**config.mk**
```make
export PLATFORM = sky130hd
export DESIGN_NAME = sram_data_controller
export DESIGN_NICKNAME = d
export VERILOG_FILES = /design/src/rtl/sram_data_controller_pkg.sv /design/src/rtl/sram_wait_counter.sv /design/src/rtl/sram_data_controller.sv
export SDC_FILE = /design/constraint.sdc
export NUM_CORES = 1
export LEC_CHECK = 0
export BUFFER_PORTS_ARGS = -buffer_cell sky130_fd_sc_hd__buf_2
export CAP_MARGIN = 40
export CELL_PAD_IN_SITES_DETAIL_PLACEMENT = 0
export CELL_PAD_IN_SITES_GLOBAL_PLACEMENT = 1
export CORE_MARGIN = 3
export CORE_UTILIZATION = 36
export CTS_CLUSTER_DIAMETER = 120
export DETAILED_ROUTE_END_ITERATION = 16
export PLACE_DENSITY = 0.87
export SYNTH_ARGS = -nofsm -noshare
export SYNTH_HDL_FRONTEND = slang
export SYNTH_SLANG_ARGS = --single-unit
```
**constraint.sdc**
```tcl
create_clock -name clk -period 2.5 [get_ports clk]
set_clock_uncertainty 0.05 [all_clocks]
set_input_delay 0.125 -clock clk [delete_from_list [all_inputs] [get_ports clk]]
set_output_delay 0.125 -clock clk [all_outputs]
set_load 0.02 [all_outputs]
```
**src/rtl/sram_data_controller_pkg.sv**
```systemverilog
// Shared types and constants for the MEM-stage SRAM data controller.
// Holds the FSM encoding, SRAM widths and the byte-address to SRAM-word mapping.
package sram_data_controller_pkg;

  typedef enum logic [1:0] {
    StIdle = 2'd0,
    StLow  = 2'd1,
    StHigh = 2'd2,
    StDone = 2'd3
  } state_e;

  localparam logic [31:0] DefaultBaseAddr = 32'd1024;
  localparam int unsigned SramAddrW = 18;
  localparam int unsigned SramDataW = 16;
  localparam int unsigned WordW     = SramAddrW - 1;
  localparam int unsigned CntW      = 4;

  // Addresses below the base wrap modulo 2^32; the byte offset within the word is dropped.
  function automatic logic [WordW-1:0] map_word(input logic [31:0] addr,
                                                input logic [31:0] base);
    return WordW'((addr - base) >> 2);
  endfunction

endpackage

```
**src/rtl/sram_wait_counter.sv**
```systemverilog
// Per-phase wait counter: counts held cycles of one half-word SRAM access.
// tc_o marks the final cycle of the phase (count == WAIT_CYCLES-1).
module sram_wait_counter
  import sram_data_controller_pkg::*;
#(
  parameter int unsigned WAIT_CYCLES = 2
) (
  input  logic clk,
  input  logic rst,
  input  logic clear_i,
  input  logic en_i,
  output logic tc_o
);

  logic [CntW-1:0] cnt_q;

  always_ff @(posedge clk) begin
    if (rst) begin
      cnt_q <= '0;
    end else if (clear_i) begin
      cnt_q <= '0;
    end else if (en_i) begin
      cnt_q <= cnt_q + 1'b1;
    end
  end

  assign tc_o = (cnt_q == CntW'(WAIT_CYCLES - 1));

endmodule

```
**src/rtl/sram_data_controller.sv**
```systemverilog
// Services one 32-bit load/store as two half-word accesses on a 16-bit async SRAM.
// ready drives pipeline freeze; all SRAM pins are registered.
module sram_data_controller
  import sram_data_controller_pkg::*;
#(
  parameter logic [31:0] BASE_ADDR   = DefaultBaseAddr,
  parameter int unsigned WAIT_CYCLES = 2
) (
  input  logic                 clk,
  input  logic                 rst,
  input  logic                 rd_en,
  input  logic                 wr_en,
  input  logic [31:0]          address,
  input  logic [31:0]          write_data,
  output logic [31:0]          read_data,
  output logic                 ready,
  output logic [SramAddrW-1:0] sram_addr,
  output logic [SramDataW-1:0] sram_dq_out,
  output logic                 sram_dq_oe,
  input  logic [SramDataW-1:0] sram_dq_in,
  output logic                 sram_we_n,
  output logic                 sram_oe_n,
  output logic                 sram_ce_n
);

  state_e               state_q;
  logic                 is_write_q;
  logic [WordW-1:0]     word_q;
  logic [SramDataW-1:0] wdata_hi_q;
  logic [31:0]          rdata_q;
  logic [SramAddrW-1:0] sram_addr_q;
  logic [SramDataW-1:0] sram_dq_out_q;
  logic                 sram_dq_oe_q;
  logic                 sram_we_n_q;
  logic                 sram_oe_n_q;
  logic                 sram_ce_n_q;

  logic             in_phase;
  logic             tc;
  logic             cnt_clear;
  logic [WordW-1:0] req_word;

  assign req_word  = map_word(address, BASE_ADDR);
  assign in_phase  = (state_q == StLow) || (state_q == StHigh);
  assign cnt_clear = (state_q == StIdle) || (in_phase && tc);

  sram_wait_counter #(
    .WAIT_CYCLES(WAIT_CYCLES)
  ) u_wait_counter (
    .clk    (clk),
    .rst    (rst),
    .clear_i(cnt_clear),
    .en_i   (in_phase),
    .tc_o   (tc)
  );

  always_ff @(posedge clk) begin
    if (rst) begin
      state_q       <= StIdle;
      is_write_q    <= 1'b0;
      word_q        <= '0;
      wdata_hi_q    <= '0;
      rdata_q       <= '0;
      sram_addr_q   <= '0;
      sram_dq_out_q <= '0;
      sram_dq_oe_q  <= 1'b0;
      sram_we_n_q   <= 1'b1;
      sram_oe_n_q   <= 1'b1;
      sram_ce_n_q   <= 1'b1;
    end else begin
      unique case (state_q)
        StIdle: begin
          if (rd_en || wr_en) begin
            // Simultaneous rd_en/wr_en resolves to a write.
            is_write_q   <= wr_en;
            word_q       <= req_word;
            wdata_hi_q   <= write_data[31:16];
            state_q      <= StLow;
            sram_addr_q  <= {req_word, 1'b0};
            sram_ce_n_q  <= 1'b0;
            sram_we_n_q  <= ~wr_en;
            sram_oe_n_q  <= wr_en;
            sram_dq_oe_q <= wr_en;
            if (wr_en) begin
              sram_dq_out_q <= write_data[15:0];
            end
          end
        end
        StLow: begin
          if (tc) begin
            if (!is_write_q) begin
              rdata_q[15:0] <= sram_dq_in;
            end else begin
              sram_dq_out_q <= wdata_hi_q;
            end
            state_q     <= StHigh;
            sram_addr_q <= {word_q, 1'b1};
          end
        end
        StHigh: begin
          if (tc) begin
            if (!is_write_q) begin
              rdata_q[31:16] <= sram_dq_in;
            end
            state_q      <= StDone;
            sram_ce_n_q  <= 1'b1;
            sram_we_n_q  <= 1'b1;
            sram_oe_n_q  <= 1'b1;
            sram_dq_oe_q <= 1'b0;
          end
        end
        StDone: begin
          state_q <= StIdle;
        end
        default: begin
          state_q <= StIdle;
        end
      endcase
    end
  end

  assign ready       = ((state_q == StIdle) && !rd_en && !wr_en) || (state_q == StDone);
  assign read_data   = rdata_q;
  assign sram_addr   = sram_addr_q;
  assign sram_dq_out = sram_dq_out_q;
  assign sram_dq_oe  = sram_dq_oe_q;
  assign sram_we_n   = sram_we_n_q;
  assign sram_oe_n   = sram_oe_n_q;
  assign sram_ce_n   = sram_ce_n_q;

endmodule

```
==> results.yml, run 1 <==
layout:
  area_growth_pct: 33.7
  diodes: 0
  nNetsFinal: 793
  post-route-util: 0.502
  drive_above_1_share: 0.255
setup_path:
  cp-end-kind: "register"
  critPathRequiredTime_ps: 2690
  critPathMaxFanout: 11
  critPathKind: "register to register"
  startpoint_type: "register"
  cp.arrival_ps: 2420
global_routing:
  grt_max_degree: 71
  grt_util_all_layers: 0.170
  grt-ovfl-total: 0
  grt_pass1_wl_mm: 19.8
  antenna_found_initial: 0
  grt_pass1_vias: 4112
cts:
  ctsResizeCount: 0
  clkTransAtPathRegs_ps: 70
  cts_buffer_depth: 2
  tritoncts: "done"
  h-tree-depth: 3
  clock_tree.root_cell: "clkbuf_16"
  cts_buffers: 9
  clk_latency_ps: 350
  cts.sinks: 110
timing:
  final_hold_viol_count: 0
  relSlewSlack: 0.490
  fin_setup_tns_ps: 0
  grt_setup_unrepaired: "no"
  drv_slew: 0
  setup_violations: 0
  period_minus_slack_ps: 2230
  timing.fmax_mhz: 448
  finalCritPeriodShare: 0.893
  tightest_slew_ps: 766
placement:
  place_congestion: 0.766
  port_buffers: 139
  hpwl_mm: 8.18
floorplanning:
  die_x_um: 119
  core.rowCount: 40
  initial_utilization: 0.376
  core_um2: 12200
  design.die.area_um2: 14100
  ioPinCount: 155
  die_height_um: 119
route:
  highest_layer: "met4"
  wl_per_cell_um: 13.8
  wirelength_mm: 12.1
  dr_wl_met2_mm: 5.81
  wl_met1_mm: 5.29
  vias: 4223
  first_pass_iters: 4
  drtIter0Drc: 228
  wl_met3_um: 744
  ant_nets: 0
  drc: 0
  viasPerCell: 4.83
power_and_ir_drop:
  p_sw_frac: 0.399
  power_uw: 6910
  power.density_nw_per_um2: 1130
  peakVddDrop_mv: 0.536
  p_switching_uw: 2750
  total_leakage_power_uw: 0.00262
  p_int_uw: 4160
  p_comb_frac: 0.434
  power_frac_seq: 0.349
  power_frac_clock: 0.217
logic_synthesis:
  synth_area_leaders: "dfxtp_1 48%, nand2_1 11%, a21oi_1 6.8%"
  synthDominantCellAreaShare: 0.480
  syn_inst: 540
  async_reset_ff_frac: 0
  syn-num-nets: 632
  synth_edf_count: 0
  synthTopCellsByCount: "137 x nand2_1, 110 x dfxtp_1, 62 x a21oi_1, 46 x nor2_1"
  ys_seq_area_frac: 0.480
  synth_area_leader_cell: "dfxtp_1"
  synth.cell_area_um2: 4590
  synthDistinctLibCells: 43
  synth_warnings: 0
  synthFlopType: "dfxtp_1"
  avgSynthCellArea_um2: 8.49
  synth_most_common_cell: "nand2_1"
  synth_seq_cells: 110
worst_hold_path:
  min_path_type: "input pin to register"
flow_run:
  cap_violations: 0
run_status:
  status: "completed"
[placed cells by master (no fill, tap or decap), types with 2 or more instances in the layout]
| cell | synthesis | layout |
|---|---|---|
| o21a_1 | 5 | 5 |
| clkbuf_8 | 0 | 2 |
| buf_2 | 7 | 138 |
| inv_6 | 0 | 2 |
| dlygate4sd3_1 | 0 | 41 |
| nor2_1 | 46 | 46 |
| nand3b_1 | 2 | 2 |
| ha_1 | 8 | 7 |
| nor3b_1 | 4 | 4 |
| clkbuf_16 | 0 | 9 |
| a211oi_1 | 25 | 25 |
| nor3_1 | 11 | 11 |
| o21ai_0 | 8 | 8 |
| nor4_1 | 2 | 2 |
| o211ai_1 | 2 | 2 |
| a211oi_4 | 1 | 2 |
| xnor2_1 | 2 | 2 |
| nor2b_1 | 2 | 2 |
| a221o_1 | 2 | 2 |
| inv_1 | 10 | 10 |
| and2_1 | 3 | 3 |
| a211o_1 | 4 | 4 |
| a21oi_1 | 62 | 62 |
| dfxtp_1 | 110 | 110 |
| a211oi_2 | 7 | 6 |
| buf_4 | 0 | 9 |
| xor2_1 | 6 | 6 |
| nand2_1 | 137 | 137 |
| mux2i_1 | 26 | 26 |
[registers in the layout (all words and copies together) (netlist names)]
| register | count |
|---|---|
| is_write_q | 1 |
| read_data | 32 |
| sram_addr | 18 |
| sram_ce_n | 1 |
| sram_dq_oe | 1 |
| sram_dq_out | 16 |
| sram_oe_n | 1 |
| sram_we_n | 1 |
| state_q | 2 |
| u_wait_counter.cnt_q | 4 |
| wdata_hi_q | 16 |
| word_q | 17 |
[routing by layer]
| metal | track usage | vias to the layer above |
|---|---|---|
| met1 | 0.207 | 1929 |
| met5 | 0 | - |
| li1 | - | 2154 |
| met2 | 0.286 | 123 |
| met3 | 0.0470 | 17 |
| met4 | 0.0608 | 0 |
[area by class of cell]
class                           instances  area, µm²
Inverter                               10       37.5
Sequential cell                       110       2200
Clock inverter                          5       63.8
Clock buffer                           11        253
Multi-Input combinational cell        381       2180
Tap cell                              168        210
Fill cell                            1190       6080
Timing Repair Buffer                  189       1180
[through the flow]
stage,instances,hold slack (ps),setup slack [ps],instance area (µm²)
5_1_grt,874,56.1,130,6130
6_report,874,63.7,269,6130
3_3_place_gp,816,321,393,5390
3_5_place_dp,817,328,329,5410
4_1_cts,874,48.9,310,6130
2_1_floorplan,540,171,656,4590
[worst paths after layout]
check	startpoint	to	slack [ps]	depth (start not counted)
min	write_data[15]	sram_dq_out[15]	60	3
max reg2reg	state_q[0]	sram_addr[17]	270	6
min reg2reg	sram_addr[9]	sram_addr[9]	400	2
max	state_q[0]	sram_addr[17]	270	6
[cells by family after synthesis]
group,after synthesis,synth area share
and+or+nand+nor,217,0.202
DFF,110,0.480
adders and majority gates,8,0.0218
buffers and inverters,49,0.0469
xor gates and xnor gates,8,0.0153
muxes,26,0.0567
AOI/OAI and AO/OA,122,0.177
[power groups by stage]
| stage | Clock (µW) | Combinational, µW | Sequential (µW) |
|---|---|---|---|
| floorplan | 0 | 1910 | 2720 |
| global placement | 0 | 2870 | 2430 |
| detailed placement | 0 | 2970 | 2450 |
| CTS | 1550 | 3030 | 2410 |
| global route | 1620 | 3330 | 2470 |
| finish | 1500 | 3000 | 2410 |
[critical path, cell delays in order (launching register included)]
cell and delay [ps]:
dfxtp_1 330, inv_1 140, ha_1 370, nor3b_2 430, a211o_1 440, nor3_1 110, a211o_1 250
[timing repair]
action,in CTS,in global routing
buffers inserted,0,0
hold buffers,41,0
hold endpoints to repair,57,0
Note: power is estimated with default switching activity, not from simulation.
==> run 2: changes to the inputs <==
--- a/config.mk
+++ b/config.mk
@@ -9,7 +9,6 @@
 export CAP_MARGIN = 40
 export CELL_PAD_IN_SITES_DETAIL_PLACEMENT = 0
 export CELL_PAD_IN_SITES_GLOBAL_PLACEMENT = 1
-export CORE_MARGIN = 3
 export CORE_UTILIZATION = 36
 export CTS_CLUSTER_DIAMETER = 120
 export DETAILED_ROUTE_END_ITERATION = 16
==> results.yml, run 2 (synthesized netlist as in run 1, its figures left out) <==
layout:
  fillers: 1171
  fin_area_um2: 6120
  final_cell_mix: "138 x buf_2, 137 x nand2_1, 110 x dfxtp_1, 62 x a21oi_1, 46 x nor2_1"
  diodes: 0
  area_growth_pct: 33.5
  largest_register_ffs: 32
  nNetsFinal: 795
  drive_above_1_share: 0.252
  final_common_cell: "buf_2"
cts:
  tritoncts: "done"
  clkTransAtPathRegs_ps: 70
  clock_tree.root_cell: "clkbuf_16"
  h-tree-depth: 3
  cts_buffer_depth: 2
  ctsResizeCount: 0
  cts_buffers: 9
  cts.sinks: 110
  clk_latency_ps: 350
worst_hold_path:
  holdPathStages: 3
  min_path_type: "input pin to register"
  min_to: "sram_dq_out[3]"
  min_from: "write_data[3]"
setup_path:
  critPathKind: "register to register"
  critPathTopFamily: "compound AO/OA/AOI/OAI gates"
  cp_num_buf_inv: 1
  cp-end-kind: "register"
  reg2regPathDepth: 6
  startpoint_type: "register"
  critPathSlowestCell: "nor3b_2"
  critPathRequiredTime_ps: 2690
  rr_startpoint: "state_q[0]"
  worstPathCellList: "inv_1 > ha_1 > nor3b_2 > a211o_1 > nor3_1 > a211o_1"
  critPathMaxFanout: 11
  cp.arrival_ps: 2380
  cp_common_cell: "a211o_1"
  r2r_end: "sram_addr[15]"
  r2r_setup_slack_ps: 310
  max_stage_delay_ps: 440
floorplanning:
  ioPinCount: 155
  die_x_um: 115
  design.die.area_um2: 13200
  die_height_um: 115
  initial_utilization: 0.376
  core_um2: 12200
  core.rowCount: 40
global_routing:
  grt_pass1_vias: 4204
  grt_pass1_wl_mm: 19.0
  antenna_found_initial: 0
  grt-ovfl-total: 0
  grt_max_degree: 56
  grt_util_all_layers: 0.182
timing:
  relSlewSlack: 0.581
  drv_slew: 0
  timing.fmax_mhz: 457
  grt_setup_unrepaired: "no"
  whs_ps: 62.0
  period_minus_slack_ps: 2190
  setup_violations: 0
  final_hold_viol_count: 0
  fin_setup_tns_ps: 0
  finalCritPeriodShare: 0.876
  tightest_slew_ps: 628
route:
  viasPerCell: 4.85
  wirelength_mm: 11.7
  vias: 4231
  drc: 0
  drtIter0Drc: 190
  wl_per_cell_um: 13.4
  ant_nets: 0
  first_pass_iters: 4
power_and_ir_drop:
  peakVddDrop_mv: 0.510
  power_uw: 6860
  power.density_nw_per_um2: 1120
  total_leakage_power_uw: 0.00262
placement:
  placed_area_um2: 5430
  port_buffers: 139
  place_congestion: 0.741
  hpwl_mm: 7.95
run_status:
  status: "completed"
flow_run:
  cap_violations: 0
run 2: worst max-delay path by stage:
stage | start | to | slack [ps] | cells past startpoint
after floorplan | state_q[0] | sram_ce_n | 660 | 6
after global placement | state_q[0] | sram_addr[17] | 410 | 6
after detailed placement | state_q[0] | sram_addr[15] | 350 | 6
after CTS | state_q[0] | sram_addr[15] | 330 | 6
after global routing | state_q[0] | sram_addr[17] | 220 | 6
final | state_q[0] | sram_addr[15] | 310 | 6
run 2: routing by layer:
layer	vias up	track usage	wire (µm)
met4	0	0.0485	102
li1	2144	-	-
met3	11	0.0680	805
met2	118	0.322	5670
met1	1958	0.205	5080
met5	-	0	0
run 2: tightest hold or removal path: cells and delay by family:
kind,cells,cell delay (ps)
compound gates,1,80
mux,1,110
buf+inv,1,90
run 2: power by group:
part | leakage (µW) | internal, µW | switching (µW)
Clock | 0.000137 | 787 | 607
Combinational | 0.00158 | 1180 | 1880
Sequential | 0.000902 | 2190 | 216
run 2: layout make-up:
| class | count | area, µm² | area share |
|---|---|---|---|
| Timing Repair Buffer | 191 | 1210 | 0.198 |
| Clock inverter | 2 | 35.0 | 0.00572 |
| Clock buffer | 11 | 243 | 0.0396 |
| Multi-Input combinational cell | 381 | 2180 | 0.357 |
| Inverter | 10 | 37.5 | 0.00613 |
| Tap cell | 168 | 210 | 0.0343 |
| Sequential cell | 110 | 2200 | 0.360 |
run 2: what timing repair did:
item                                   in CTS  in global routing
hold buffers                               41                  0
buffers inserted                            0                  0
endpoints found under the hold margin      57                  0
run 2: metrics by stage:
step | worst slack (ps) | utilization | cells
after floorplan | 656 | - | 540
after global placement | 413 | 0.444 | 818
after detailed placement | 349 | 0.445 | 819
after CTS | 333 | 0.501 | 873
after global routing | 217 | 0.501 | 873
final | 311 | 0.501 | 873
==> run 3: changes to the inputs <==
--- a/config.mk
+++ b/config.mk
@@ -5,14 +5,14 @@
 export SDC_FILE = /design/constraint.sdc
 export NUM_CORES = 1
 export LEC_CHECK = 0
-export BUFFER_PORTS_ARGS = -buffer_cell sky130_fd_sc_hd__buf_2
 export CAP_MARGIN = 40
 export CELL_PAD_IN_SITES_DETAIL_PLACEMENT = 0
 export CELL_PAD_IN_SITES_GLOBAL_PLACEMENT = 1
-export CORE_UTILIZATION = 36
+export CORE_UTILIZATION = 40
 export CTS_CLUSTER_DIAMETER = 120
 export DETAILED_ROUTE_END_ITERATION = 16
-export PLACE_DENSITY = 0.87
+export DONT_BUFFER_PORTS = 1
+export PLACE_DENSITY = 0.79
 export SYNTH_ARGS = -nofsm -noshare
 export SYNTH_HDL_FRONTEND = slang
 export SYNTH_SLANG_ARGS = --single-unit
==> results.yml, run 3 (synthesized netlist as in run 1, its figures left out) <==
timing:
  timing.fmax_mhz: 465
  relSlewSlack: 0.559
  grt_setup_unrepaired: "no"
  drv_slew: 0
  finalCritPeriodShare: 0.860
  tightest_slew_ps: 661
  setup_violations: 0
  fin_ws_ps: 350
  final_hold_viol_count: 0
  fin_setup_tns_ps: 0
  whs_ps: 18.4
  period_minus_slack_ps: 2150
cts:
  ctsResizeCount: 0
  cts_buffers: 9
  cts.sinks: 110
  tritoncts: "done"
  clk_latency_ps: 340
  h-tree-depth: 3
  hold_buffers: 65
  clock_tree.root_cell: "clkbuf_16"
  cts_buffer_depth: 2
  clkTransAtPathRegs_ps: 70
  cts_setup_buffers: 0
layout:
  nNetsFinal: 676
  area_growth_pct: 23.1
  diodes: 0
  final_cell_mix: "137 x nand2_1, 110 x dfxtp_1, 64 x dlygate4sd3_1, 62 x a21oi_1, 46 x nor2_1"
  drive_above_1_share: 0.0662
  largest_register_ffs: 32
  final_common_cell: "nand2_1"
  multi_input_area_um2: 2180
  fillers: 1047
  ff_latch_area_um2: 2200
route:
  viasPerCell: 5.26
  drc: 0
  ant_nets: 0
  drtIter0Drc: 164
  dr_wl_met2_mm: 5.63
  wl_met3_um: 836
  wl_met1_mm: 4.57
  vias: 3838
  highest_layer: "met4"
  first_pass_iters: 4
  wirelength_mm: 11.1
  wl_per_cell_um: 15.3
power_and_ir_drop:
  total_leakage_power_uw: 0.00209
  p_int_uw: 4030
  p_sw_frac: 0.394
  power.density_nw_per_um2: 1180
  power_frac_clock: 0.225
  power_uw: 6650
  p_switching_uw: 2620
  power_frac_seq: 0.416
  p_comb_frac: 0.359
  peakVddDrop_mv: 0.573
floorplanning:
  ioPinCount: 155
  core_um2: 11000
  design.die.area_um2: 11900
  core.rowCount: 38
  initial_utilization: 0.418
  die_height_um: 109
  die_x_um: 109
setup_path:
  worstPathCellList: "inv_1 > ha_1 > nor3b_2 > a211o_1 > nor3_1 > a211o_1"
  critPathKind: "register to register"
  cp.arrival_ps: 2330
  cp-end-kind: "register"
  cp_common_cell: "a211o_1"
  critPathRequiredTime_ps: 2680
  max_stage_delay_ps: 430
  critPathSlowestCell: "a211o_1"
  startpoint_type: "register"
  critPathMaxFanout: 11
global_routing:
  grt-ovfl-total: 0
  grt_pass1_vias: 3706
  grt_util_all_layers: 0.189
  antenna_found_initial: 0
  grt_max_degree: 107
  grt_pass1_wl_mm: 17.4
placement:
  place_congestion: 0.756
  port_buffers: 0
  place_ws_ps: 368
  hpwl_mm: 6.97
flow_run:
  cap_violations: 0
worst_hold_path:
  min_path_type: "input pin to register"
run_status:
  status: "completed"
run 3: changes by cell type in the layout (fill, tap and decap cells not counted):
cell	previous run	this run
clkinv_2	1	0
buf_2	138	0
dlygate4sd3_1	41	64
buf_12	1	0
clkinvlp_4	0	1
buf_4	10	6
clkbuf_8	1	4
buf_16	0	1
run 3: power by group through the flow:
| stage | combinational, µW | clock, µW | sequential, µW |
|---|---|---|---|
| 2_1_floorplan | 1910 | 0 | 2720 |
| 3_3_place_gp | 2180 | 0 | 2790 |
| 3_5_place_dp | 2270 | 0 | 2810 |
| 4_1_cts | 2400 | 1540 | 2770 |
| 5_1_grt | 2660 | 1610 | 2830 |
| 6_report | 2390 | 1500 | 2770 |
run 3: worst max-delay path: cells and delay by family (launching register included):
family                   cells  cell delay [ps]
flip-flops                   1              330
adder cells (fa/ha/maj)      1              360
buffers and inverters        1              130
AND/OR/NAND/NOR              2              520
AO/OA/AOI/OAI                2              660
run 3: worst paths after layout:
kind / start / endpoint / slack [ps] / depth (start not counted)
worst min-delay path: address[11] / word_q[9] / 20 / 3
worst max-delay path: state_q[0] / sram_addr[17] / 350 / 6
worst min register to register: wdata_hi_q[15] / wdata_hi_q[15] / 400 / 2
worst max register to register: state_q[0] / sram_addr[17] / 350 / 6
run 3: routing by layer:
| layer | global-route usage | vias up |
|---|---|---|
| met5 | 0 | - |
| met4 | 0.0560 | 0 |
| met3 | 0.0747 | 6 |
| met2 | 0.339 | 95 |
| met1 | 0.202 | 1820 |
| li1 | - | 1917 |
run 3: layout make-up:
| class | count | area share |
|---|---|---|
| multi-input combinational | 381 | 0.387 |
| clock buffer | 14 | 0.0503 |
| inverter | 10 | 0.00665 |
| clock inverter | 2 | 0.00665 |
| sequential | 110 | 0.390 |
| timing repair buffer | 72 | 0.129 |
| tap | 140 | 0.0310 |
run 3: through the flow:
| stage | utilization | cell area [µm²] | cells |
|---|---|---|---|
| 4_1_cts | 0.514 | 5650 | 729 |
| 3_3_place_gp | 0.423 | 4640 | 647 |
| 6_report | 0.514 | 5650 | 729 |
| 5_1_grt | 0.514 | 5650 | 729 |
| 2_1_floorplan | - | 4590 | 540 |
| 3_5_place_dp | 0.424 | 4660 | 648 |
